File: src/rtl/prime_pkg.sv
// prime_pkg: shared definitions for the next-prime scheduler slice.
//   PRIME_W      operand/result width of the next-prime engine
//   DEF_*        default requester count, watchdog limit and counter width
//   state_t      scheduler FSM states
//   rr_next()    wrap-around successor of a requester index
//
// Engine handshake: the scheduler holds eng_operand stable and pulses
// eng_start for one cycle. The engine later pulses eng_done for one cycle
// with eng_result valid in that same cycle. A new eng_start always restarts
// the engine, so an abandoned (timed-out) job needs no abort signal.
package prime_pkg;

  localparam int PRIME_W     = 7;
  localparam int DEF_NREQ    = 4;
  localparam int DEF_TIMEOUT = 2048;
  localparam int DEF_TW      = 12;

  typedef enum logic [1:0] {
    IDLE,
    ISSUE,
    WAIT,
    RESP
  } state_t;

  // Index following idx among n requesters, wrapping n-1 -> 0.
  function automatic int unsigned rr_next(input int unsigned idx, input int unsigned n);
    return (idx + 1 >= n) ? 0 : idx + 1;
  endfunction

endpackage

File: src/rtl/rr_arbiter.sv
// rr_arbiter: combinational round-robin arbiter.
//   req      request vector, one bit per requester
//   ptr      highest-priority index; search runs ptr, ptr+1, ... with wrap
//   gnt      one-hot grant (all zero when no request)
//   gnt_idx  encoded index of the granted requester (0 when none)
//   any_gnt  at least one request present
module rr_arbiter #(
  parameter  int NREQ = 4,
  localparam int IW   = (NREQ > 1) ? $clog2(NREQ) : 1
) (
  input  logic [NREQ-1:0] req,
  input  logic [IW-1:0]   ptr,
  output logic [NREQ-1:0] gnt,
  output logic [IW-1:0]   gnt_idx,
  output logic            any_gnt
);

  function automatic logic [IW-1:0] wrap_idx(input logic [IW-1:0] p, input int k);
    int s;
    s = int'(p) + k;
    if (s >= NREQ) s -= NREQ;
    return IW'(s);
  endfunction

  logic [IW-1:0] idx;

  // First hit in the rotated search order wins; later hits are masked by any_gnt.
  always_comb begin
    gnt     = '0;
    gnt_idx = '0;
    any_gnt = 1'b0;
    idx     = '0;
    for (int k = 0; k < NREQ; k++) begin
      idx = wrap_idx(ptr, k);
      if (!any_gnt && req[idx]) begin
        gnt[idx] = 1'b1;
        gnt_idx  = idx;
        any_gnt  = 1'b1;
      end
    end
  end

endmodule

File: src/rtl/prime_req_scheduler.sv
// prime_req_scheduler: shares one next-prime engine among NREQ requesters.
//   clk, rst              clock; asynchronous active-low reset
//   req_valid/operand     per-requester request, operand i at [i*W +: W]
//   req_ready             one-hot accept, only in IDLE
//   rsp_valid/data/err    registered one-cycle response to the job owner;
//                         err=1 means the engine timed out and data=0
//   eng_start/operand     one-cycle start pulse, operand held ISSUE..WAIT
//   eng_done/result       engine completion strobe and result
//   busy                  scheduler not in IDLE
module prime_req_scheduler
  import prime_pkg::*;
#(
  parameter int NREQ    = DEF_NREQ,
  parameter int W       = PRIME_W,
  parameter int TIMEOUT = DEF_TIMEOUT,
  parameter int TW      = DEF_TW
) (
  input  logic              clk,
  input  logic              rst,
  input  logic [NREQ-1:0]   req_valid,
  input  logic [NREQ*W-1:0] req_operand,
  output logic [NREQ-1:0]   req_ready,
  output logic [NREQ-1:0]   rsp_valid,
  output logic [W-1:0]      rsp_data,
  output logic              rsp_err,
  output logic              eng_start,
  output logic [W-1:0]      eng_operand,
  input  logic              eng_done,
  input  logic [W-1:0]      eng_result,
  output logic              busy
);

  localparam int            IW       = (NREQ > 1) ? $clog2(NREQ) : 1;
  localparam logic [TW-1:0] CNT_LAST = TW'(TIMEOUT - 1);

  state_t                 state_q, state_d;
  logic [IW-1:0]          ptr_q, owner_q, gnt_idx;
  logic [NREQ-1:0]        gnt, owner_oh;
  logic                   any_gnt, tmo;
  logic [TW-1:0]          cnt_q;
  logic [NREQ-1:0][W-1:0] ops;

  assign ops      = req_operand;
  assign owner_oh = NREQ'(1) << owner_q;
  assign tmo      = (cnt_q == CNT_LAST);

  rr_arbiter #(.NREQ(NREQ)) u_arb (
    .req     (req_valid),
    .ptr     (ptr_q),
    .gnt     (gnt),
    .gnt_idx (gnt_idx),
    .any_gnt (any_gnt)
  );

  // Grant is held off while reset is asserted so every output reads 0 then.
  assign req_ready = (state_q == IDLE && rst) ? gnt : '0;
  assign eng_start = (state_q == ISSUE);
  assign busy      = (state_q != IDLE);

  always_ff @(posedge clk or negedge rst) begin
    if (!rst) state_q <= IDLE;
    else      state_q <= state_d;
  end

  always_comb begin
    state_d = state_q;
    case (state_q)
      IDLE:    if (any_gnt) state_d = ISSUE;
      ISSUE:   state_d = WAIT;
      WAIT:    if (eng_done || tmo) state_d = RESP;
      RESP:    state_d = IDLE;
      default: state_d = IDLE;
    endcase
  end

  always_ff @(posedge clk or negedge rst) begin
    if (!rst) begin
      ptr_q       <= '0;
      owner_q     <= '0;
      eng_operand <= '0;
      cnt_q       <= '0;
      rsp_valid   <= '0;
      rsp_data    <= '0;
      rsp_err     <= 1'b0;
    end else begin
      rsp_valid <= '0;
      case (state_q)
        IDLE: if (any_gnt) begin
          eng_operand <= ops[gnt_idx];
          owner_q     <= gnt_idx;
          ptr_q       <= IW'(rr_next(32'(gnt_idx), NREQ));
        end
        ISSUE: cnt_q <= '0;
        WAIT: begin
          // eng_done takes priority over a watchdog expiry in the same cycle.
          if (eng_done) begin
            rsp_data  <= eng_result;
            rsp_err   <= 1'b0;
            rsp_valid <= owner_oh;
          end else if (tmo) begin
            rsp_data  <= '0;
            rsp_err   <= 1'b1;
            rsp_valid <= owner_oh;
          end else begin
            cnt_q <= cnt_q + 1'b1;
          end
        end
        default: ;
      endcase
    end
  end

endmodule

File: config.mk
export PLATFORM = sky130hd
export DESIGN_NAME = prime_req_scheduler
export DESIGN_NICKNAME = d
export VERILOG_FILES = /design/src/rtl/prime_pkg.sv /design/src/rtl/rr_arbiter.sv /design/src/rtl/prime_req_scheduler.sv
export SDC_FILE = /design/constraint.sdc
export NUM_CORES = 1
export LEC_CHECK = 0
export ABC_AREA = 1
export CAP_MARGIN = 40
export CORE_UTILIZATION = 28
export CTS_BUF_LIST = sky130_fd_sc_hd__clkbuf_2 sky130_fd_sc_hd__clkbuf_4 sky130_fd_sc_hd__clkbuf_8
export DETAILED_ROUTE_END_ITERATION = 8
export RECOVER_POWER = 25
export SYNTH_ARGS = -nofsm -noshare
export SYNTH_HDL_FRONTEND = slang
export SYNTH_SLANG_ARGS = --single-unit
export TNS_END_PERCENT = 20
File: constraint.sdc
create_clock -name clk -period 5.3 [get_ports clk]
set_input_delay 0.795 -clock clk [delete_from_list [all_inputs] [get_ports clk]]
set_output_delay 0.795 -clock clk [all_outputs]
set_load 0.005 [all_outputs]
; ---- Yosys cells after proc, flatten, opt, wreduce, memory -nomap -nowiden
; Cells that the tools add are included.
[word_totals]
inputBits = 42
register_bits = 37
word_cells = 112
output_inout_bits = 25
[classes]
magnitude_cmp = 14
shifts = 1
n_reduce_logical = 20
n_eq_ne = 8
muxes = 49
addsub = 9
bitwise = 3
[op_table]
columns = operator, n
row1 = 4-bit 2-to-1 mux, 8
row2 = 12-bit 2-to-1 mux, 2
row3 = 12-bit one-hot mux with 2 select lines, 1
row4 = 2-bit 2-to-1 mux, 11
row5 = 7-bit 2-to-1 mux, 3
row6 = "2-bit by 3-bit less-than comparator with 1-bit output, second input constant", 5
row7 = 7-bit binary-select mux with 2-bit select, 1
row8 = 1-bit 2-to-1 mux, 14
row9 = "12-bit by 1-bit adder with 12-bit output, second input constant", 1
row10 = "12-bit by 11-bit equality test with 1-bit output, second input constant", 1
row11 = "3-bit >= comparator, second input constant", 4
row12 = 4-bit bitwise OR, 3
row13 = 1-bit binary-select mux with 2-bit select, 4
row14 = 1-bit demux with 2-bit select, 4
row15 = "2-bit by 1-bit >= comparator with 1-bit output, second input constant", 4
row16 = 1-bit logical AND, 8
row17 = "2-bit != test, second input constant", 4
row18 = 2-bit one-hot mux with 4 select lines, 1
row19 = "2-bit by 1-bit subtractor with 2-bit output, second input constant", 4
row20 = "2-bit by 1-bit adder with 3-bit output, second input constant", 2
row21 = "2-bit by 2-bit adder with 3-bit output, second input constant", 2
row22 = 2-bit AND reduction, 3
row23 = 2-bit nonzero test, 3
row24 = "2-bit equality test, second input constant", 2
row25 = other kinds (7), 9

; ---- Logic depth before layout (Yosys ltp)
[depth]
depth_word = 17
ltp_mapped = 17
mapped_depth_nobuf = 14

; ---- By module
; Synthesis repeated with hierarchy kept, for this count alone.
[unflattened]
cells_unflattened = 335
hier_area_um2 = 2439.8
[modules_own_cells]
columns = mod, seq_area_each_um2, instances, cells_each, area_per_inst_um2
row1 = prime_req_scheduler, 925.9, 1, 261, 1999.4
row2 = rr_arbiter, 0.0, 1, 74, 440.4

; ---- Least setup slack after synthesis
; Ideal clock, no wire load.
[synth_timing]
kind = register to output
start = register ptr_q[0]
end = output req_ready[2]
stages_incl_launch_ff = 12
slack_ns = 2.496
t_arrival_ns = 2.009
n_path_buf = 2
path_cell_list = dfrtp_1 -> buf_6 -> inv_6 -> buf_12 -> ha_1 -> inv_1 -> nand3_1 -> nand2_4 -> nor3_1 -> nand3_1 -> a31o_2 -> inv_1
[synth_between]
elab_chain_len = 15
[synth_lines]
columns = element, line
row1 = "start, declared", prime_req_scheduler.sv:37  ; logic [IW-1:0] ptr_q, owner_q, gnt_idx;
row2 = "start signal, assigned", prime_req_scheduler.sv:91  ; ptr_q <= IW'(rr_next(32'(gnt_idx), NREQ));
row3 = branches (longest 13 deep; another with 2-bit by 1-bit adder with 3-bit output), -
row4 = 4-bit 2-to-1 mux (*), rr_arbiter.sv:35  ; if (!any_gnt && req[idx]) begin
row5 = 4-bit 2-to-1 mux (*), prime_req_scheduler.sv:56  ; assign req_ready = (state_q == IDLE && rst) ? gnt : '0;
row6 = "end, declared", prime_req_scheduler.sv:22  ; output logic [NREQ-1:0] req_ready,
; Mark *: on every way between the ends. The select of a mux whose other input is x is not followed.

; ---- Worst setup path after layout
[layout_timing]
start = input rst
end = output req_ready[2]
[layout_between]
elab_chain_len = 2
[layout_lines]
columns = element, line
row1 = "start, declared", prime_req_scheduler.sv:19  ; input logic rst,
row2 = 1-bit logical AND, prime_req_scheduler.sv:56
row3 = 4-bit 2-to-1 mux, prime_req_scheduler.sv:56
; Every way passes these cells.

==> metrics <==
post-synthesis average cell area=7.48 um^2; clock sink total=37; critical path launch point=rst; critical path class=input pin to output pin; Placed Instance Area=3450 um^2; Clock power frac=10.1%; CP Data Arrival Time=3370 ps; YS warnings=0; Req. time, crit path=4510 ps; # diodes=0; fin area=3540 um^2; Hold WC Path Type=flop to flop; Starting Density=29.1%; Max FO, Critical Path=38; setup bufs post-CTS=0; Clk Latency, worst-skew pair=290 ps; hpwl dp=5.02 mm; total CTS buffers=5; area delta synth->final=30.5%; Yosys top cell area share=34.1%; Synth Net Count=417; reg2reg end=eng_operand[0]; FF+latch count, synth=37; min Tclk post-route=4160 ps; Sw Share=50.5%; type of element capturing the critical path=output pin; num ports=67; post-synthesis sequential area ratio=34.1%; Critical Path End=req_ready[2]; final RePlAce weighted congestion=0.848; power per cell area=570 nW/um^2; worst slew pin tran=1980 ps; Internal Power=0.999 mW; # H-tree levels=2; clk buf depth=2; most area-hungry cell type in the Yosys netlist=dfrtp_1; Site Rows=35; RSZ-0062 raised after global routing=no; TNS Setup=0 ps; first-pass GRT wire length=11.4 mm; First-pass DRT Iterations=5; remaining global-route overflow=0; Syn Inst Count=363; total wire length=6.50 mm; Post-synth EDFFs=0; Reg power frac=23.1%; Psw=1.02 mW; post-route ant nets=0; Max Cap Viol=1; drc violations=0; Register Area=926 um^2; crit start category=input pin; ys async rst share=100%; DR vias=2531; Post-synth top cells=nand2_1 (86), inv_1 (60), nand3_1 (55); core area=9330 um^2; Iteration-0 DRC Markers=74; multi-input combinational cell area=1450 um^2; number of global-route vias before repair=2606; Via density=4.54; DIE AREA=10100 um^2; All-Layer GR Usage=14.0%; period utilization=78.6%; Reg clk slew, reported paths=70 ps; clock skew=3.33 ps; dominant cell by count in the synthesized netlist=nand2_1; maximum VDD drop=0.204 mV; Synth cell types=35; Lkg Pwr=1.72 nW; Post-CTS Hold Fix Bufs=0; die extent in x=100 um; TritonCTS clock tree=built; f_max=0.240 GHz; largest net degree at the start of global routing=39; I/O Buffers=66; DIE HEIGHT=100 um; status=complete, but fails checks; failing checks=capacitance limit, slew limit; top_reg_cell synth=dfrtp_1; Reg-to-Reg Start=ptr_q[0]; FF-to-FF path depth=13; Synth area leaders=dfrtp_1 (34%), nand2_1 (12%), nand3_1 (10%); Reg2Reg Setup Slack=2500 ps; wire length per cell=11.6 um; Synth Cell Area=2710 um^2; CTS root buf=clkbuf_8; cts repair resizes=0; initial antenna violation count=0; Comb power frac=66.8%; Hold Vio Cnt, Final=0; nets=483; share of layout cells above drive strength 1=9.32%; fillcell total=957; fin. max-slew vios=39; Setup-failing EPs final=0; Max-slew headroom=-32.2%
final cells by class:
type | instances | share of cell area [%]
Inverter | 64 | 6.93
Multi-Input combinational cell | 253 | 41.0
Tap cell | 129 | 4.56
Sequential cell | 37 | 26.1
Clock buffer | 7 | 2.54
Timing Repair Buffer | 68 | 18.8
layout by cell type, fill, tap and decap left out, drive strengths merged, types with 5 or more instances in the layout:
cell type	instances
dfrtp	37
a21oi	6
inv	64
nor2	18
xor2	7
o21ai	15
nor3	9
nand3	58
nand2	105
nand4	5
clkbuf	8
a22o	7
clkdlybuf4s50	65
ha	12
metal layers:
| layer | track usage, % | up-vias | part of all wire, % |
|---|---|---|---|
| met3 | 2.43 | 7 | 3.6 |
| met2 | 24.2 | 55 | 48 |
| met5 | 0 | - | 0 |
| li1 | - | 1292 | - |
| met1 | 17.9 | 1177 | 47 |
| met4 | 3.90 | 0 | 1.1 |
stage by stage:
step,util [%],hold slack [ps],setup WS (ps),instances,total power [mW]
after floorplan,-,432,2500,363,1.48
after global placement,37.0,443,1610,550,1.80
after detailed placement,37.0,449,1540,551,1.83
after CTS,38.0,461,1360,558,2.04
after global routing,38.0,473,670,558,2.24
final,38.0,461,1140,558,2.02
cells by family (layout without fill, tap and decap cells):
| logic type | after synthesis | in the layout | synth area share (%) |
|---|---|---|---|
| XOR/XNOR | 7 | 7 | 2.26 |
| adder cells (fa/ha/maj) | 12 | 12 | 5.53 |
| buffers and inverters | 73 | 139 | 12.4 |
| flip-flops | 37 | 37 | 34.1 |
| AND/OR/NAND/NOR | 199 | 199 | 37.4 |
| AO/OA/AOI/OAI | 35 | 35 | 8.25 |
sequential cells by signal (all words and copies together) (netlist names):
register,flops
rsp_err,1
cnt_q,12
ptr_q,2
owner_q,2
rsp_data,7
rsp_valid,4
eng_operand,7
state_q,2
worst min path at each step:
stage,depth (start not counted),start,end
floorplan,1,owner_q[1],rsp_valid[0]
global placement,1,owner_q[1],rsp_valid[1]
detailed placement,1,owner_q[1],rsp_valid[0]
CTS,1,owner_q[1],rsp_valid[0]
global route,1,owner_q[1],rsp_valid[1]
finish,1,owner_q[1],rsp_valid[0]
power by group through the flow:
| stage | Clock [mW] | Sequential, mW | Combinational (mW) |
|---|---|---|---|
| after floorplan | 0 | 0.445 | 1.04 |
| final | 0.204 | 0.466 | 1.35 |
| after global routing | 0.223 | 0.481 | 1.54 |
| after global placement | 0 | 0.470 | 1.33 |
| after detailed placement | 0 | 0.468 | 1.36 |
| after CTS | 0.209 | 0.467 | 1.36 |
worst max-delay path, stage by stage:
cell and delay, ps:
buf_2 80, clkbuf_1 1410, nand2_1 220, a31o_2 320, inv_1 50, clkdlybuf4s50_1 480
Note: power is estimated with default switching activity, not from simulation.
